==> src/rtl/keypad_pkg.sv <==
// Shared keypad definitions: responder FSM states and the key-code to matrix
// position map, which the keypad scanner also uses.
package keypad_pkg;

   localparam int ROWS = 4;
   localparam int COLS = 4;

   typedef enum logic [1:0] {
      IDLE       = 2'd0,
      BOUNCE_IN  = 2'd1,
      HELD       = 2'd2,
      BOUNCE_OUT = 2'd3
   } state_t;

   typedef struct packed {
      logic [1:0] row;
      logic [1:0] col;
   } key_pos_t;

   // Standard telephone-style 4x4 layout: '*' is E, '#' is F.
   function automatic key_pos_t key_to_pos(input logic [3:0] code);
      key_pos_t p;
      p = '0;
      case (code)
         4'h1: p = '{row: 2'd0, col: 2'd0};
         4'h2: p = '{row: 2'd0, col: 2'd1};
         4'h3: p = '{row: 2'd0, col: 2'd2};
         4'hA: p = '{row: 2'd0, col: 2'd3};
         4'h4: p = '{row: 2'd1, col: 2'd0};
         4'h5: p = '{row: 2'd1, col: 2'd1};
         4'h6: p = '{row: 2'd1, col: 2'd2};
         4'hB: p = '{row: 2'd1, col: 2'd3};
         4'h7: p = '{row: 2'd2, col: 2'd0};
         4'h8: p = '{row: 2'd2, col: 2'd1};
         4'h9: p = '{row: 2'd2, col: 2'd2};
         4'hC: p = '{row: 2'd2, col: 2'd3};
         4'hE: p = '{row: 2'd3, col: 2'd0};
         4'h0: p = '{row: 2'd3, col: 2'd1};
         4'hF: p = '{row: 2'd3, col: 2'd2};
         default: p = '{row: 2'd3, col: 2'd3};
      endcase
      return p;
   endfunction

endpackage

==> src/rtl/bounce_lfsr.sv <==
// 16-bit Fibonacci LFSR (taps 16,14,13,11) that supplies the random contact
// level during bounce windows; advances one step per enabled cycle.
module bounce_lfsr #(
   parameter logic [15:0] SEED = 16'hACE1
) (
   input  logic clk,
   input  logic rst_n,
   input  logic en,
   output logic bit_out
);

   logic [15:0] state;
   logic        fb;

   assign fb      = state[0] ^ state[2] ^ state[3] ^ state[5];
   assign bit_out = state[0];

   always_ff @(posedge clk or negedge rst_n) begin
      if (!rst_n) begin
         state <= SEED;
      end else if (en) begin
         state <= {fb, state[15:1]};
      end
   end

endmodule

==> src/rtl/keypad_responder.sv <==
// Passive 4x4 keypad emulator: closes one row/column contact per press for a
// programmed hold time, with pseudo-random bounce on make and break.
module keypad_responder
   import keypad_pkg::*;
#(
   parameter int          HOLD_CYCLES   = 2_000_000,
   parameter int          BOUNCE_CYCLES = 250_000,
   parameter int          BOUNCE_STEP   = 5_000,
   parameter logic [15:0] LFSR_SEED     = 16'hACE1
) (
   input  logic            clk,
   input  logic            rst_n,
   input  logic            press,
   input  logic [3:0]      key,
   input  logic [COLS-1:0] col,
   output logic [ROWS-1:0] row,
   output logic            busy,
   output logic            done,
   output logic            contact
);

   localparam int MAXC = (HOLD_CYCLES > BOUNCE_CYCLES) ? HOLD_CYCLES : BOUNCE_CYCLES;
   localparam int CW   = $clog2(MAXC + 1);
   localparam int SW   = (BOUNCE_STEP > 1) ? $clog2(BOUNCE_STEP) : 1;
   localparam bit NO_BOUNCE = (BOUNCE_CYCLES == 0);

   localparam logic [CW-1:0] HOLD_LAST = CW'(HOLD_CYCLES - 1);
   localparam logic [CW-1:0] BNC_LAST  = (BOUNCE_CYCLES > 0) ? CW'(BOUNCE_CYCLES - 1) : '0;
   localparam logic [SW-1:0] STEP_LAST = (BOUNCE_STEP > 1) ? SW'(BOUNCE_STEP - 1) : '0;

   state_t          state;
   logic [CW-1:0]   cnt;
   logic [SW-1:0]   step_cnt;
   logic [3:0]      key_lat;
   key_pos_t        pos;
   logic            lfsr_en;
   logic            lfsr_bit;
   logic            in_bounce;

   // step_cnt tracks cnt modulo BOUNCE_STEP so no divider is needed.
   assign in_bounce = (state == BOUNCE_IN) || (state == BOUNCE_OUT);
   assign lfsr_en   = in_bounce && (step_cnt == '0);
   assign busy      = (state != IDLE);
   assign pos       = key_to_pos(key_lat);

   bounce_lfsr #(
      .SEED (LFSR_SEED)
   ) u_lfsr (
      .clk     (clk),
      .rst_n   (rst_n),
      .en      (lfsr_en),
      .bit_out (lfsr_bit)
   );

   always_ff @(posedge clk or negedge rst_n) begin
      if (!rst_n) begin
         state    <= IDLE;
         cnt      <= '0;
         step_cnt <= '0;
         key_lat  <= '0;
         contact  <= 1'b0;
         done     <= 1'b0;
      end else begin
         done <= 1'b0;
         case (state)
            IDLE: begin
               contact <= 1'b0;
               if (press) begin
                  key_lat  <= key;
                  cnt      <= '0;
                  step_cnt <= '0;
                  if (NO_BOUNCE) begin
                     state   <= HELD;
                     contact <= 1'b1;
                  end else begin
                     state <= BOUNCE_IN;
                  end
               end
            end
            BOUNCE_IN, BOUNCE_OUT: begin
               if (step_cnt == '0) begin
                  contact <= lfsr_bit;
               end
               step_cnt <= (step_cnt == STEP_LAST) ? '0 : step_cnt + 1'b1;
               if (cnt == BNC_LAST) begin
                  cnt      <= '0;
                  step_cnt <= '0;
                  if (state == BOUNCE_IN) begin
                     state   <= HELD;
                     contact <= 1'b1;
                  end else begin
                     state   <= IDLE;
                     contact <= 1'b0;
                     done    <= 1'b1;
                  end
               end else begin
                  cnt <= cnt + 1'b1;
               end
            end
            HELD: begin
               contact <= 1'b1;
               if (cnt == HOLD_LAST) begin
                  cnt      <= '0;
                  step_cnt <= '0;
                  if (NO_BOUNCE) begin
                     state   <= IDLE;
                     contact <= 1'b0;
                     done    <= 1'b1;
                  end else begin
                     state <= BOUNCE_OUT;
                  end
               end else begin
                  cnt <= cnt + 1'b1;
               end
            end
            default: state <= IDLE;
         endcase
      end
   end

   // Behaves like a real switch: the selected row follows the selected column
   // only while the contact is closed; other columns being low do not matter.
   always_comb begin
      row = '1;
      if (contact && !col[pos.col]) begin
         row[pos.row] = 1'b0;
      end
   end

endmodule

==> config.mk <==
export PLATFORM = sky130hd
export DESIGN_NAME = keypad_responder
export DESIGN_NICKNAME = d
export VERILOG_FILES = /design/src/rtl/keypad_pkg.sv /design/src/rtl/bounce_lfsr.sv /design/src/rtl/keypad_responder.sv
export SDC_FILE = /design/constraint.sdc
export NUM_CORES = 1
export LEC_CHECK = 0
export CORE_ASPECT_RATIO = 0.75
export CORE_MARGIN = 2
export CORE_UTILIZATION = 60
export DETAILED_ROUTE_END_ITERATION = 7
export HOLD_SLACK_MARGIN = 0.02
export PLACE_DENSITY_LB_ADDON = 0.1
export SETUP_SLACK_MARGIN = 0.5
export SYNTH_ARGS = -nofsm -noshare
export SYNTH_HDL_FRONTEND = slang
export SYNTH_SLANG_ARGS = --single-unit
==> constraint.sdc <==
create_clock -name clk -period 3.25 [get_ports clk]
set_clock_uncertainty 0.2 [all_clocks]
set_input_delay 0.4875 -clock clk [delete_from_list [all_inputs] [get_ports clk]]
set_output_delay 0.4875 -clock clk [all_outputs]
set_load 0.02 [all_outputs]
-- Word-level counts from Yosys, hierarchy flattened
Memories as Yosys holds them, arrays and structs flattened.
Cells that the tools add are included.
- bits of input ports: 11
- memories kept: 1
- bits in registers: 58
- output and inout port bits: 7
- ROM bits: 64
- word-level logic and storage cells: 65
- memory list (memory ; depth ; bits a word ; read ports ; clocked after memory_dff ; wr ports ; line ; RTL):
    (no name shown) ; 16 ; 4 ; 1 ; 0 ; 0 ; keypad_pkg.sv:24 ; case (code)
- mux-type cells: 26
- eq/ne operators: 10
- reductions and logical operators: 12
- add/subtract/negate cells: 2
- bitwise operators: 4
- $lt $le $gt $ge: 3
- operator list (kind ; number):
    $mux 21 ; 3
    $pmux 21 s3 ; 1
    $mux 13 ; 4
    $pmux 13 s3 ; 1
    $add 21x1->21 const B ; 1
    $eq 21x18->1 const B ; 1
    $eq 21x21->1 const B ; 1
    $add 13x1->13 const B ; 1
    $eq 13x13->1 const B ; 1
    $logic_not 13->1 ; 1
    $mux 1 ; 8
    $mux 2 ; 4
    $lt 2x3->1 const B ; 2
    $ne 2x2->1 const B ; 3
    $pmux 2 s3 ; 1
    $eq 2x2->1 const B ; 2
    $mux 4 ; 1
    $not 4->4 ; 1
    $reduce_and 2->1 ; 2
    $logic_and 1x1->1 ; 3
    $ne 3x3->1 const B ; 1
    $pmux 1 s3 ; 1
    $reduce_and 3->1 ; 1
    $xor 1x1->1 ; 3
    9 further kinds ; 9

-- Longest topological paths before layout
An unclocked memory read counts as a cell.
- depth in word-level cells: 7
- mapped depth: 8
- depth with buffers taken out: 7

-- Cells and area by module
A second synthesis with hierarchy kept.
- cells, all modules: 337
- area, all modules: 3311.9 um^2
- modules (own cells, without submodules) (module ; cells each ; times used ; sequential area each (um^2) ; area each (um^2)):
    keypad_responder ; 299 ; 1 ; 1051.0 ; 2636.3
    bounce_lfsr ; 38 ; 1 ; 410.4 ; 675.6

-- Least setup slack after synthesis
OpenSTA, ideal clock, no wires.
- path kind: reg-to-reg
- from: register cnt[13]
- to: register state[1]
- period minus slack after synthesis: 2398 ps
- slack: 852 ps
- required time: 2925 ps
- cell stages (with the launch flop): 8
- setup time: 125 ps
- arrival time: 2073 ps
- buffers on the path: 2
- path through: dfrtp_1 buf_2 or4b_4 nor4_1 a41oi_1 buf_2 nor3_1 mux2_2
- longest elaborated chain between the ends: 3
- elaborated cells between the ends (all ways): 5
- those cells by class: 4 x eq/ne; 1 x reduce/logical
- RTL lines (what ; line ; RTL):
    from (decl) ; keypad_responder.sv:32 ; logic [CW-1:0] cnt;
    from (signal assigned) ; keypad_responder.sv:97 ; cnt <= cnt + 1'b1;
    from (signal assigned) ; keypad_responder.sv:113 ; cnt <= cnt + 1'b1;
    $eq 21x21->1 / $eq 21x18->1 (equally long branches) ; keypad_responder.sv:102, keypad_responder.sv:85 ;
    $ne 2x2->1 (no source line) ; n/a ;
    $reduce_and 3->1 (no source line) * ; n/a ;
    to (signal assigned) ; keypad_responder.sv:106 ; state <= IDLE;
    to (signal assigned) ; keypad_responder.sv:110 ; state <= BOUNCE_OUT;
    to (signal assigned) ; keypad_responder.sv:116 ; default: state <= IDLE;
    to (decl) ; keypad_responder.sv:31 ; state_t state;
Mark *: on every way between the ends. The rest lies on a longest branch, timed or not.
A chain may end at the register's enable or synchronous reset.

-- Final worst setup path
- from: register key_lat[0]
- to: output port row[0]
- longest elaborated chain between the ends: 7
- elaborated cells between the ends (all ways): 12
- those cells by class: 2 x order compare; 5 x mux; 1 x bitwise; 3 x reduce/logical; 1 x memory
- RTL lines (what ; line ; RTL):
    from (decl) ; keypad_responder.sv:34 ; logic [3:0] key_lat;
    from (signal assigned) ; keypad_responder.sv:69 ; key_lat <= key;
    $mem_v2 16x4 * ; n/a ;
    $lt 2x3->1 (implied by the code) / $ge 2x1->1 (equally long branches) ; keypad_responder.sv:126 ; row[pos.row] = 1'b0;
    $logic_and 1x1->1 (implied by the code) ; keypad_responder.sv:126 ;
    $mux 1 (implied by the code) ; keypad_responder.sv:126 ;
    $demux 1 s2 ; keypad_responder.sv:126 ;
    $not 4->4 (no source line) ; n/a ;
    $mux 4 * ; keypad_responder.sv:125 ; if (contact && !col[pos.col]) begin
    to (decl) ; keypad_responder.sv:16 ; output logic [ROWS-1:0] row,
Mark *: on every way between the ends. The rest lies on a longest branch, timed or not. The select of a mux whose other input is x is not followed.

==> impl_metrics.env <==
export IMPL_drc=0
export IMPL_timing_fmax_ghz=0.364
export IMPL_die_w_um=92.5
export IMPL_synth_async_reset_ratio_pct=100
export IMPL_wirelength_mm=7.92
export IMPL_timing_max_transition_violations_final=0
export IMPL_synth_yosys_warnings=0
export IMPL_critical_path_class="register to output port"
export IMPL_syn_num_nets=402
export IMPL_synth_cell_types=58
export IMPL_clk_root_buffer_cell="clkbuf_8"
export IMPL_worstSkewPairLatency_ns=0.34
export IMPL_core_area_um2=5740
export IMPL_htree_levels=3
export IMPL_diodes=0
export IMPL_cp_slowest_cell="dfrtp_2"
export IMPL_layout_cells_most_common="dfrtp_1"
export IMPL_number_of_standard_cells_in_the_layout_taps_in_and_fillers_out=484
export IMPL_synth_main_ff_cell="dfrtp_1"
export IMPL_grt_usage_pct=26.5
export IMPL_number_of_cells_on_the_worst_reg_to_reg_path=6
export IMPL_gp_congestion=0.825
export IMPL_drt_first_iter_violations=219
export IMPL_crit_chain="xor2_1 > a21o_1 > a211oi_2 > o211ai_1 > a2111o_1 > buf_2"
export IMPL_worst_path_buf_inv=1
export IMPL_drt_first_pass_iters=5
export IMPL_grt_pass1_vias=2824
export IMPL_netlist_instances=383
export IMPL_max_vdd_ir_drop_mv=0.339
export IMPL_total_leakage_power_nw=1.67
export IMPL_setup_worst_path_end_class="output port"
export IMPL_maxCapViolCount=0
export IMPL_tritoncts_num_buffers=9
export IMPL_period_minus_slack_ns=2.75
export IMPL_place_area_um2=3760
export IMPL_route_detailed_vias_per_inst=6.32
export IMPL_cts_tree="yes"
export IMPL_clk_path_buf_depth=2
export IMPL_netlist_area_um2=3520
export IMPL_ys_ff_latch=58
export IMPL_cts_hold_repair_buffers=0
export IMPL_chipHeight_um=70.4
export IMPL_drt_antenna_violating_nets=0
export IMPL_startpoint_class="register"
export IMPL_design_final_nets=420
export IMPL_grt_antenna_before_repair=0
export IMPL_grt_setup_unrepaired="true"
export IMPL_largest_net_degree_at_the_start_of_global_routing=59
export IMPL_worst_path_max_fanout=5
export IMPL_synth_largest_type_area_fraction_pct=35.5
export IMPL_areaGrowthSynthToFinish_pct=14.2
export IMPL_post_synth_cell_area_avg_um2=9.20
export IMPL_mostFrequentLayoutCells="46 x dfrtp_1, 41 x nand2_1, 26 x inv_1"
export IMPL_fill_cells=435
export IMPL_slew_at_the_pin_with_the_worst_max_slew_slack_ns=0.734
export IMPL_drive_above_1_share_pct=20.0
export IMPL_worstPathRequired_ns=2.56
export IMPL_global_route_total_overflow=0
export IMPL_slew_headroom_pct=51.1
export IMPL_postLayoutCellArea_um2=4030
export IMPL_share_of_the_cycle_needed_by_the_critical_path_after_routing_pct=84.6
export IMPL_finalHoldViolations=0
export IMPL_power_density_nw_per_um2=755
export IMPL_synth_area_top_cells="dfrtp_1 35%, mux2_2 6.7%, dfstp_2 6.0%, nand2_1 4.4%, o211ai_1 3.2%"
export IMPL_core_rowCount=24
export IMPL_floorplan_die_area_um2=6510
export IMPL_num_io_pins=18
export IMPL_initial_core_util_pct=61.5
export IMPL_synth_largest_area_cell="dfrtp_1"
export IMPL_critPathArrivalTime_ns=2.06
export IMPL_max_stage_delay_ns=0.43
export IMPL_numClockSinks=58
export IMPL_crit_cells=6
export IMPL_setup_violations=0
export IMPL_port_buffers=17
export IMPL_grt_pass1_wl_mm=13.7
export IMPL_cts_clk_slew_worst_paths_ns=0.07
export IMPL_dp_hpwl_mm=5.22
export IMPL_vias=3057
export IMPL_synth_edff_count=0
export IMPL_placed_cells=463
export IMPL_route_detailed_wl_per_inst_um=16.4
export IMPL_run_status="finished clean"
export IMPL_hold_class="input pin to asynchronous set/reset pin"
export IMPL_totalNegativeSetupSlack_ns=0
export IMPL_register_area_share_after_synthesis_pct=41.5
export IMPL_cp_top_family="compound AO/OA/AOI/OAI gates"
==> kinds of logic (layout without fill, tap and decap cells) <==
family	after synthesis	count (layout)	synth area share, %
buffers and inverters	53	76	6.25
flip-flops	58	58	41.5
adder cells (fa/ha/maj)	8	8	2.84
AO/OA/AOI/OAI	87	87	18.5
XOR/XNOR	7	7	1.74
AND/OR/NAND/NOR	148	148	22.3
multiplexers	22	22	6.99
==> worst paths after layout <==
check,to,slack [ns],startpoint
max in group asynchronous,key_lat[2],2.24,rst_n
min reg2reg,u_lfsr.state[4],0.31,u_lfsr.state[4]
max,row[0],0.50,key_lat[0]
min in group clk,u_lfsr.state[4],0.31,u_lfsr.state[4]
min,cnt[17],0.07,rst_n
max reg2reg,step_cnt[2],0.63,cnt[13]
==> area by class of cell <==
| type | count | area (µm²) | share of cell area (%) |
|---|---|---|---|
| Sequential cell | 58 | 1470 | 36.4 |
| Inverter | 26 | 97.6 | 2.42 |
| Tap cell | 78 | 97.6 | 2.42 |
| Multi-Input combinational cell | 272 | 1890 | 47.0 |
| Timing Repair Buffer | 34 | 285 | 7.09 |
| Clock buffer | 10 | 128 | 3.17 |
| Clock inverter | 6 | 57.6 | 1.43 |
==> cell usage after synthesis (all sizes together), types with 7 or more instances <==
library cell and count:
nand2 41, and2 7, mux2 21, dfstp 8, nand4 10, buf 9, a311oi 8, o221ai 11
nand2b 7, o211ai 15, nand3 12, nor3 12, o21ai 11, inv 26, o22ai 10, nor2 25
clkbuf 18, dfrtp 50, ha 8, nor4 7
==> routing by layer <==
metal,global-route usage [%],wire [µm],vias to the layer above
met4,7.79,87,0
met1,38.7,3870,1473
met2,39.1,3500,112
met5,0,0,-
met3,6.90,467,15
li1,-,-,1457
==> sequential cells by signal, summed over array words and instances, names as in the netlist <==
| register | flops |
|---|---|
| contact | 1 |
| key_lat | 4 |
| step_cnt | 13 |
| done | 1 |
| state | 2 |
| cnt | 21 |
| u_lfsr.state | 16 |
==> power breakdown <==
group | leakage, nW | switching, mW | total [mW] | internal [mW]
clock | 0.0958 | 0.292 | 0.640 | 0.348
sequential | 0.757 | 0.127 | 0.948 | 0.821
combinational | 0.819 | 0.844 | 1.45 | 0.607
total | 1.67 | 1.26 | 3.04 | 1.78
==> per-stage QoR <==
step	power, mW	setup WS, ns	utilization, %	hold WS (ns)
final	3.04	0.502	70.2	0.0750
after detailed placement	2.28	0.0980	65.6	0.291
after global routing	3.24	0.412	70.2	0.146
after CTS	2.99	0.397	69.7	0.114
after floorplan	1.95	0.852	-	-0.00809
after global placement	2.24	0.176	65.6	0.281
==> what timing repair did <==
| item | 4_1_cts | 5_1_grt |
|---|---|---|
| endpoints found under the setup margin | 15 | 21 |
| cloned | 0 | 0 |
| setup buffers | 5 | 0 |
| pin swaps | 1 | 2 |
| gates resized for setup | 20 | 11 |
No activity file was read; power rests on OpenSTA's default activity.
